File: src/rtl/modport_fifo.sv
// modport_fifo: single-clock FIFO with wrap-bit pointers, registered read data,
// and full/empty flags decoded from the pointer registers alone.
module modport_fifo #(
   parameter int DATA_WIDTH = 8,
   parameter int DEPTH      = 8
) (
   input  logic                  clk,
   input  logic                  rst,
   input  logic                  wr_en,
   input  logic [DATA_WIDTH-1:0] data_in,
   input  logic                  rd_en,
   output logic [DATA_WIDTH-1:0] data_op,
   output logic                  full,
   output logic                  empty
);
   localparam int AW = $clog2(DEPTH);
   logic [DATA_WIDTH-1:0] r_mem [DEPTH];
   logic [AW:0]           r_wptr, r_rptr;
   logic [DATA_WIDTH-1:0] r_data;
   logic                  w_wr, w_rd;
   // flags look only at registered pointers, so strobes never reach them combinationally
   assign empty   = r_wptr == r_rptr;
   assign full    = (r_wptr[AW-1:0] == r_rptr[AW-1:0]) && (r_wptr[AW] != r_rptr[AW]);
   assign w_wr    = wr_en && !full;
   assign w_rd    = rd_en && !empty;
   assign data_op = r_data;
   always_ff @(posedge clk)
      if (w_wr && !rst) r_mem[r_wptr[AW-1:0]] <= data_in;
   always_ff @(posedge clk) begin
      if (rst) begin
         r_wptr <= '0;
         r_rptr <= '0;
         r_data <= '0;
      end else begin
         if (w_wr) r_wptr <= r_wptr + 1'b1;
         if (w_rd) begin
            r_data <= r_mem[r_rptr[AW-1:0]];
            r_rptr <= r_rptr + 1'b1;
         end
      end
   end
endmodule

File: config.mk
export PLATFORM = sky130hd
export DESIGN_NAME = modport_fifo
export DESIGN_NICKNAME = d
export VERILOG_FILES = /design/src/rtl/modport_fifo.sv
export SDC_FILE = /design/constraint.sdc
export NUM_CORES = 1
export LEC_CHECK = 0
export ABC_AREA = 1
export ABC_CLOCK_PERIOD_IN_PS = 2600
export CORE_MARGIN = 1.5
export CORE_UTILIZATION = 63
export CTS_CLUSTER_SIZE = 10
export DETAILED_ROUTE_END_ITERATION = 10
export PLACE_DENSITY = 0.86
export SLEW_MARGIN = 15
export SYNTH_ARGS = -nofsm -noshare
export SYNTH_HDL_FRONTEND = slang
export SYNTH_SLANG_ARGS = --single-unit
File: constraint.sdc
create_clock -name clk -period 2.6 [get_ports clk]
set_input_delay 0.52 -clock clk [delete_from_list [all_inputs] [get_ports clk]]
set_output_delay 0.52 -clock clk [all_outputs]
set_load 0.05 [all_outputs]
# --- Word level (Yosys, flattened, before mapping) ---
# Memories as Yosys holds them, arrays and structs flattened. A register that Yosys moved wholly into a read port is not among the register bits.
# Cells that the tools add are included.
classes:
  add_sub_neg: 2
  n_eq_ne: 3
  muxes: 2
  n_reduce_logical: 7
ops:
  columns: ["cell", "n"]
  rows:
  - ["4-bit by 1-bit adder with 4-bit output, second input constant", 2]
  - ["4-bit equality test", 1]
  - ["1-bit logical AND", 4]
  - ["3-bit equality test", 1]
  - ["1-bit logical NOT", 3]
  - ["1-bit two-way mux", 2]
  - ["1-bit inequality test", 1]
totals:
  regBits: 8
  mem_bits_rw: 64
  inputBits: 12
  elab_cells: 17
  mem_count: 1
mem_list:
  columns: ["name", "words", "width", "rd", "rd_clocked_by_memory_dff", "write_ports", "line_no", "source"]
  rows:
  - ["r_mem", 8, 8, 1, 1, 1, "17", "logic [DATA_WIDTH-1:0] r_mem [DEPTH];"]

# --- Logic depth before layout (Yosys ltp) ---
# Gate-level depths: netlist (run 1).
logic_depth:
  word_depth: 7
  mapped_depth: 11
  depth_no_buf: 9

# --- Least setup slack after synthesis (run 1) ---
# OpenSTA, ideal clock, no wires.
synth_path:
  path_type: "register to register"
  from: "register r_rptr[0]"
  to: "memory r_mem[1][0] (enable)"
  t_arrival_ps: 1418
  t_required_ps: 2230
  setup_slack_ps: 811
  stages_incl_launch_ff: 10
  synth_period_minus_slack_ps: 1789
  cell_sequence: "dfxtp_1 > buf_2 > inv_2 > nand2_1 > nand2_1 > nand4_2 > nand2_1 > inv_1 > nand2_1 > nor2_1"
synth_between:
  elab_chain_len: 7
synth_lines:
  columns: ["item", "line_no", "source"]
  rows:
  - ["start, declared", "18", "logic [AW:0] r_wptr, r_rptr;"]
  - ["start signal, assigned", "38", "r_rptr <= r_rptr + 1'b1;"]
  - ["3-bit equality test", "23", "assign full = (r_wptr[AW-1:0] == r_rptr[AW-1:0]) && (r_wptr[AW] != r_rptr[AW]);"]
  - ["1-bit logical AND", "23", null]
  - ["1-bit logical NOT", "24", "assign w_wr = wr_en && !full;"]
  - ["1-bit logical AND", "24", null]
  - ["1-bit logical AND", "28", "if (w_wr && !rst) r_mem[r_wptr[AW-1:0]] <= data_in;"]
  - ["1-bit two-way mux", "28", null]
  - ["1-bit two-way mux (implied by the code)", "28", null]
  - ["end, declared", "17", null]
# Every way passes these cells.

# --- Worst setup path in the final report (run 1) ---
layout_path:
  from: "register r_rptr[1]"
  to: "output empty"
layout_between:
  elab_chain_len: 1
layout_lines:
  columns: ["item", "line_no", "source"]
  rows:
  - ["4-bit equality test", "22", "assign empty = r_wptr == r_rptr;"]
  - ["end, declared", "14", "output logic empty"]
# Every way passes these cells.

==> results.sh, run 1 <==
export IMPL_run_status="finished, final reports clean"
export IMPL_min_delay_start="data_op[3]$_SDFFE_PP0P_"
export IMPL_clk_latency_ns=0.34
export IMPL_die_width_um=76.9
export IMPL_synth_adder_area_share=0.00728
export IMPL_synth_xor_xnor_area_share=0
export IMPL_drt_pass1_iterations=6
export IMPL_final_hold_violation_count=0
export IMPL_ff2ff_setup_slack_ns=0.39
export IMPL_main_combinational_cell_family_by_area_after_synthesis="simple AND/OR/NAND/NOR gates"
export IMPL_p_clk_frac=0.306
export IMPL_slowest_delay_ns=0.54
export IMPL_syn_num_nets=358
export IMPL_post_layout_net_count=386
export IMPL_internal_power_mw=2.06
export IMPL_post_cts_hold_buffer_count=0
export IMPL_grt_max_degree=37
export IMPL_slew_headroom=0.570
export IMPL_setup_viol=0
export IMPL_combinationalPowerShare=0.192
export IMPL_setup_worst_path_class="register to output port"
export IMPL_layout_min_cycle_time_ns=2.29
export IMPL_cts_root_buf="clkbuf_8"
export IMPL_postSynthRegisterBits=80
export IMPL_post_route_drc_count=0
export IMPL_total_clock_buffers_created_by_cts=9
export IMPL_cap_violations=0
export IMPL_fin_skew_ns=0.00535
export IMPL_cts_repair_resize_count=0
export IMPL_p_per_area_nw_per_um2=738
export IMPL_synth_yosys_warnings=0
export IMPL_die_footprint_sq_um=5910
export IMPL_worstPathArrival_ns=1.77
export IMPL_drt_first_iter_violations=389
export IMPL_fin_tns_setup_ns=0
export IMPL_placed_wire_length_estimate_after_detailed_placement_um=4820
export IMPL_seq_area_frac_synth=0.652
export IMPL_first_global_vias=2309
export IMPL_antenna_violations_before_repair=0
export IMPL_setup_slack_ns=0.306
export IMPL_worst_slew_pin_slew_ns=0.643
export IMPL_post_drt_via_cell_ratio=5.62
export IMPL_port_buffer_count=21
export IMPL_yosys_area_top_type_share=0.559
export IMPL_grt_pass1_wl_um=11600
export IMPL_p_total_mw=2.89
export IMPL_finalWeightedCongestion=0.848
export IMPL_post_route_cells_drive_above_1_share=0.141
export IMPL_start_kind="register"
export IMPL_synth_distinct_cells=21
export IMPL_max_clock_path_buffers=2
export IMPL_final_instance_count_excl_fill=447
export IMPL_synth_area_leaders="edfxtp_1 56%, nand2_1 13%, dfxtp_1 9.3%"
export IMPL_total_instance_count_after_detailed_placement=431
export IMPL_max_vdd_ir_drop_v=0.000718
export IMPL_kind_of_end_point_of_the_critical_path="output port"
export IMPL_initial_utilization=0.665
export IMPL_power_switching_mw=0.825
export IMPL_n_antenna_cell=0
export IMPL_worstPathBufferInverterCount=3
export IMPL_average_cell_area_after_synthesis_sq_um=10.0
export IMPL_std_cell_rows=26
export IMPL_timing_hold_worst_endpoint="data_op[3]$_SDFFE_PP0P_"
export IMPL_ctsHtreeMaxLevel=3
export IMPL_detailedPlace_worstSlack_ns=0.339
export IMPL_finalCritPeriodShare=0.882
export IMPL_pin_count=22
export IMPL_timing_critical_path_required_ns=2.08
export IMPL_global_route_usage_over_all_layers=0.266
export IMPL_layout_cells_most_common_list="121 x nand2_1, 64 x edfxtp_1, 54 x nand3_1, 20 x nor2_1"
export IMPL_tritoncts="yes"
export IMPL_multiInputGateArea_sq_um=1030
export IMPL_routed_wirelength_um=7140
export IMPL_layout_area_seq_sq_um=2240
export IMPL_yosys_mux_area_fraction=0
export IMPL_timing_critical_path_cells="inv_4 > nand2_1 > nand2_1 > a21oi_2 > nand2_4 > inv_1 > buf_4"
export IMPL_post_synth_simple_gate_area=0.281
export IMPL_post_cts_repair_setup_buffers=0
export IMPL_cts_num_sinks=80
export IMPL_areaGrowthSynthToFinish_pct=13.7
export IMPL_worstHoldPathType="register to register"
export IMPL_worstPathMaxFanout=18
export IMPL_hold_path_depth=4
export IMPL_r2r_end="r_mem[3][7]$_DFFE_PP_"
export IMPL_clk_pin_slew_ns=0.08
export IMPL_detail_route_wl_per_cell_um=16.0
export IMPL_syn_area_sq_um=3440
export IMPL_synth_largest_area_cell="edfxtp_1"
export IMPL_power_share_switching=0.286
export IMPL_layout_cells_most_common="nand2_1"
export IMPL_crit_path_frequent_cell="nand2_1"
export IMPL_dieHeight_um=76.9
export IMPL_total_leakage_power_nw=1.56
export IMPL_vias=2510
export IMPL_rr_startpoint="r_rptr[1]$_SDFFE_PP0P_"
export IMPL_cpLargestDelayFamily="flip-flops"
export IMPL_leftover_overflow_at_the_end_of_global_routing=0
export IMPL_final_antenna_net_count=0
export IMPL_share_seq_of_total_power=0.503
export IMPL_synthesized_area_fraction_occupied_by_ao_oa_aoi_and_oai_cells=0.00982
export IMPL_nFillCells=329
export IMPL_floorplan_core_area_sq_um=5170
export IMPL_critPathSlowestCell="dfxtp_1"
export IMPL_grt_setup_unrepaired="no"
export IMPL_highest_clock_frequency_the_design_can_meet_ghz=0.436
export IMPL_syn_instance_count=344
export IMPL_rr_worst_depth=9
export IMPL_final_max_slew_viol_count=0
metal layers:
layer | GRT usage | wire, um
met3 | 0.0798 | 793
met1 | 0.381 | 2900
met4 | 0.0963 | 111
met5 | 0 | 0
met2 | 0.387 | 3330
Yosys cell counts:
library cell / instances
nand4_2: 1
buf_12: 1
nand4_1: 1
inv_2: 4
nor2_2: 17
a21oi_1: 5
inv_1: 19
ha_1: 2
nand3_1: 54
nand3b_1: 1
nand2_2: 2
buf_2: 8
clkbuf_1: 3
nand2_1: 121
buf_4: 1
nand2_4: 2
nor2_1: 20
inv_4: 1
a21oi_2: 1
edfxtp_1: 64
dfxtp_1: 16
worst register-to-register path, cell delays in order, from the launching register on:
cell and delay, ns:
dfxtp_1 0.42, inv_4 0.23, nand2_1 0.09, nand2_1 0.10
inv_1 0.06, nand4_2 0.13, nand2_1 0.10, inv_1 0.08
nand2_1 0.11, nor2_1 0.52
cell families after synthesis:
logic type | after synthesis
flip-flops | 80
AO/OA/AOI/OAI | 6
buffers and inverters | 37
adder cells (fa/ha/maj) | 2
AND/OR/NAND/NOR | 219
metrics by stage:
stage,util,instance area (sq um),hold slack (ns)
floorplan,-,3440,0.496
global placement,0.719,3720,0.510
detailed placement,0.719,3720,0.513
CTS,0.756,3910,0.525
global route,0.756,3910,0.569
finish,0.756,3910,0.525
power groups by stage:
stage / clock (mW) / combinational (mW) / sequential, mW
after global placement: 0 / 0.535 / 1.48
after floorplan: 0 / 0.336 / 1.54
after CTS: 0.887 / 0.550 / 1.45
after detailed placement: 0 / 0.546 / 1.48
after global routing: 0.939 / 0.609 / 1.46
final: 0.883 / 0.553 / 1.45
flip-flops by register name, summed over array words and instances (netlist names):
register	count
r_rptr	4
data_op	8
r_mem	64
r_wptr	4
layout make-up:
class                      count  share of cell area
inverter                      24              0.0237
clock inverter                 4              0.0115
multi-input combinational    227               0.262
clock buffer                  12              0.0371
timing repair buffer          30              0.0697
tap                           70              0.0224
sequential                    80               0.573
worst max-delay path by stage:
stage | start | end | slack, ns | cells past startpoint
2_1_floorplan | r_rptr[0]$_SDFFE_PP0P_ | r_mem[1][0]$_DFFE_PP_ | 0.81 | 9
3_3_place_gp | wr_en | r_mem[3][2]$_DFFE_PP_ | 0.42 | 5
3_5_place_dp | wr_en | r_mem[3][0]$_DFFE_PP_ | 0.34 | 5
4_1_cts | r_rptr[1]$_SDFFE_PP0P_ | empty | 0.32 | 7
5_1_grt | r_rptr[1]$_SDFFE_PP0P_ | r_mem[3][6]$_DFFE_PP_ | 0.15 | 9
6_report | r_rptr[1]$_SDFFE_PP0P_ | empty | 0.31 | 7
No activity file was read; power rests on OpenSTA's default activity.
==> inputs of run 2 (changes only) <==
CTS_BUF_LIST = sky130_fd_sc_hd__clkbuf_4   (was not set)
PLACE_DENSITY = not set   (was 0.86)
PLACE_DENSITY_LB_ADDON = 0.08   (was not set)
==> run 2 against run 1 <==
Sequential power hardly changed. Setup slack improved by 0.031 ns. Critical path depth is the same. Wire length up 0.80%. Flip-flop and latch count is the same. Sequential share of layout area up 0.79 points. Critical path type unchanged. Largest power group unchanged. Highest routed layer unchanged.
==> results.sh, run 2 (synthesized netlist as in run 1, its figures left out) <==
export IMPL_initial_utilization=0.665
export IMPL_max_vdd_ir_drop_v=0.000442
export IMPL_worstSetupPathDepth=7
export IMPL_rr_startpoint="r_rptr[1]$_SDFFE_PP0P_"
export IMPL_final_max_slew_viol_count=0
export IMPL_worstPathBufferInverterCount=3
export IMPL_setup_viol=0
export IMPL_ff2ff_setup_slack_ns=0.48
export IMPL_r2r_end="r_mem[3][7]$_DFFE_PP_"
export IMPL_timing_critical_path_required_ns=2.08
export IMPL_placement_cell_area_sq_um=3720
export IMPL_cts_repair_resize_count=0
export IMPL_detailroute_wirelength_met2_um=3540
export IMPL_final_antenna_net_count=0
export IMPL_maxUsedRoutingLayer="met4"
export IMPL_timing_critical_path_cells="inv_4 > nand2_1 > nand2_1 > a21oi_2 > nand2_4 > inv_1 > buf_4"
export IMPL_critical_path_endpoint="empty"
export IMPL_setup_worst_path_class="register to output port"
export IMPL_floorplan_core_area_sq_um=5170
export IMPL_start_kind="register"
export IMPL_tritoncts="yes"
export IMPL_grt_setup_unrepaired="no"
export IMPL_p_per_area_nw_per_um2=709
export IMPL_layout_cells_most_common_list="121 x nand2_1, 64 x edfxtp_1, 54 x nand3_1, 20 x nor2_1"
export IMPL_placed_wire_length_estimate_after_detailed_placement_um=4810
export IMPL_run_status="finished, final reports clean"
export IMPL_layout_cells_most_common="nand2_1"
export IMPL_die_footprint_sq_um=5910
export IMPL_slew_headroom=0.549
export IMPL_first_global_vias=2372
export IMPL_utilization=0.746
export IMPL_worstPathArrival_ns=1.74
export IMPL_routed_wirelength_um=7190
export IMPL_total_leakage_power_nw=1.53
export IMPL_max_clock_path_buffers=2
export IMPL_max_reg_flops=64
export IMPL_highest_clock_frequency_the_design_can_meet_ghz=0.442
export IMPL_finalWeightedCongestion=0.829
export IMPL_clk_pin_slew_ns=0.13
export IMPL_post_route_cell_area_sq_um=3860
export IMPL_slowest_delay_ns=0.48
export IMPL_fin_tns_setup_ns=0
export IMPL_ctsHtreeMaxLevel=3
export IMPL_rr_worst_depth=9
export IMPL_post_cts_repair_setup_buffers=0
export IMPL_critPathSlowestCell="dfxtp_2"
export IMPL_worst_slew_pin_slew_ns=0.673
export IMPL_nFillCells=369
export IMPL_antenna_violations_before_repair=0
export IMPL_drt_pass1_iterations=4
export IMPL_worst_setup_path_startpoint="r_rptr[1]$_SDFFE_PP0P_"
export IMPL_cap_violations=0
export IMPL_vias=2434
export IMPL_worstHoldPathType="register to register"
export IMPL_pin_count=22
export IMPL_post_drt_via_cell_ratio=5.45
export IMPL_die_width_um=76.9
export IMPL_port_buffer_count=21
export IMPL_clk_latency_ns=0.43
export IMPL_areaGrowthSynthToFinish_pct=12.2
export IMPL_drt_first_iter_violations=209
export IMPL_fin_skew_ns=0.0111
export IMPL_dr_wl_met3_um=607
export IMPL_finalCritPeriodShare=0.870
export IMPL_grt_pass1_wl_um=11600
export IMPL_std_cell_rows=26
export IMPL_post_route_cells_drive_above_1_share=0.143
export IMPL_kind_of_end_point_of_the_critical_path="output port"
export IMPL_post_cts_hold_buffer_count=0
export IMPL_total_clock_buffers_created_by_cts=9
export IMPL_grt_max_degree=33
export IMPL_leftover_overflow_at_the_end_of_global_routing=0
export IMPL_worstPathMaxFanout=18
export IMPL_n_antenna_cell=0
export IMPL_cts_root_buf="clkbuf_4"
export IMPL_cpLargestDelayFamily="flip-flops"
export IMPL_crit_path_frequent_cell="nand2_1"
export IMPL_post_route_drc_count=0
export IMPL_detail_route_wl_per_cell_um=16.1
export IMPL_met1_length_um=2890
export IMPL_cts_num_sinks=80
export IMPL_post_layout_net_count=386
export IMPL_layout_min_cycle_time_ns=2.26
export IMPL_final_hold_violation_count=0
export IMPL_global_route_usage_over_all_layers=0.270
export IMPL_dieHeight_um=76.9
run 2: worst min-delay path by stage:
stage,start,endpoint,slack (ns),cells past startpoint
after floorplan,r_rptr[3]$_SDFFE_PP0P_,r_rptr[3]$_SDFFE_PP0P_,0.50,2
after global placement,data_op[0]$_SDFFE_PP0P_,data_op[0]$_SDFFE_PP0P_,0.51,4
after detailed placement,data_op[1]$_SDFFE_PP0P_,data_op[1]$_SDFFE_PP0P_,0.51,4
after CTS,data_op[1]$_SDFFE_PP0P_,data_op[1]$_SDFFE_PP0P_,0.53,4
after global routing,data_op[1]$_SDFFE_PP0P_,data_op[1]$_SDFFE_PP0P_,0.57,4
final,data_op[1]$_SDFFE_PP0P_,data_op[1]$_SDFFE_PP0P_,0.53,4
run 2: final cells by class:
cell class	count	area, sq um	area share
sequential	80	2240	0.581
multi-input combinational	227	1030	0.266
timing repair buffer	30	273	0.0707
inverter	24	92.6	0.0240
tap	70	87.6	0.0227
clock inverter	7	70.1	0.0182
clock buffer	9	67.6	0.0175
run 2: per-stage QoR:
step           setup slack [ns]  hold slack, ns  total power [mW]  std cells
2_1_floorplan             0.811           0.496              1.88        344
3_3_place_gp              0.382           0.514              2.02        431
3_5_place_dp              0.348           0.513              2.03        431
4_1_cts                   0.186           0.533              2.73        447
5_1_grt                   0.185           0.566              2.85        447
6_report                  0.338           0.533              2.74        447
run 2: worst reg2reg max path, stage by stage, from the launching register on:
cell	delay, ns
dfxtp_2	0.41
inv_4	0.18
nand2_1	0.07
nand2_1	0.10
inv_1	0.06
nand4_2	0.12
nand2_1	0.09
inv_1	0.08
nand2_1	0.13
nor2_1	0.52
run 2: layer usage:
| layer | up-vias | GRT usage |
|---|---|---|
| met5 | - | 0 |
| met4 | 0 | 0.107 |
| met3 | 15 | 0.0631 |
| met2 | 113 | 0.423 |
| met1 | 1114 | 0.368 |
| li1 | 1192 | - |
run 2: report_power, final:
part,internal [mW],total [mW],leakage (nW),switching [mW]
Combinational,0.172,0.549,0.751,0.377
Sequential,1.42,1.46,0.710,0.0312
Clock,0.291,0.733,0.0676,0.441
Total,1.89,2.74,1.53,0.850
==> inputs of run 3 (changes only) <==
CAP_MARGIN = 20   (was not set)
==> results of run 3 <==
The final DEF is identical to that of run 2; final timing and power are the same.
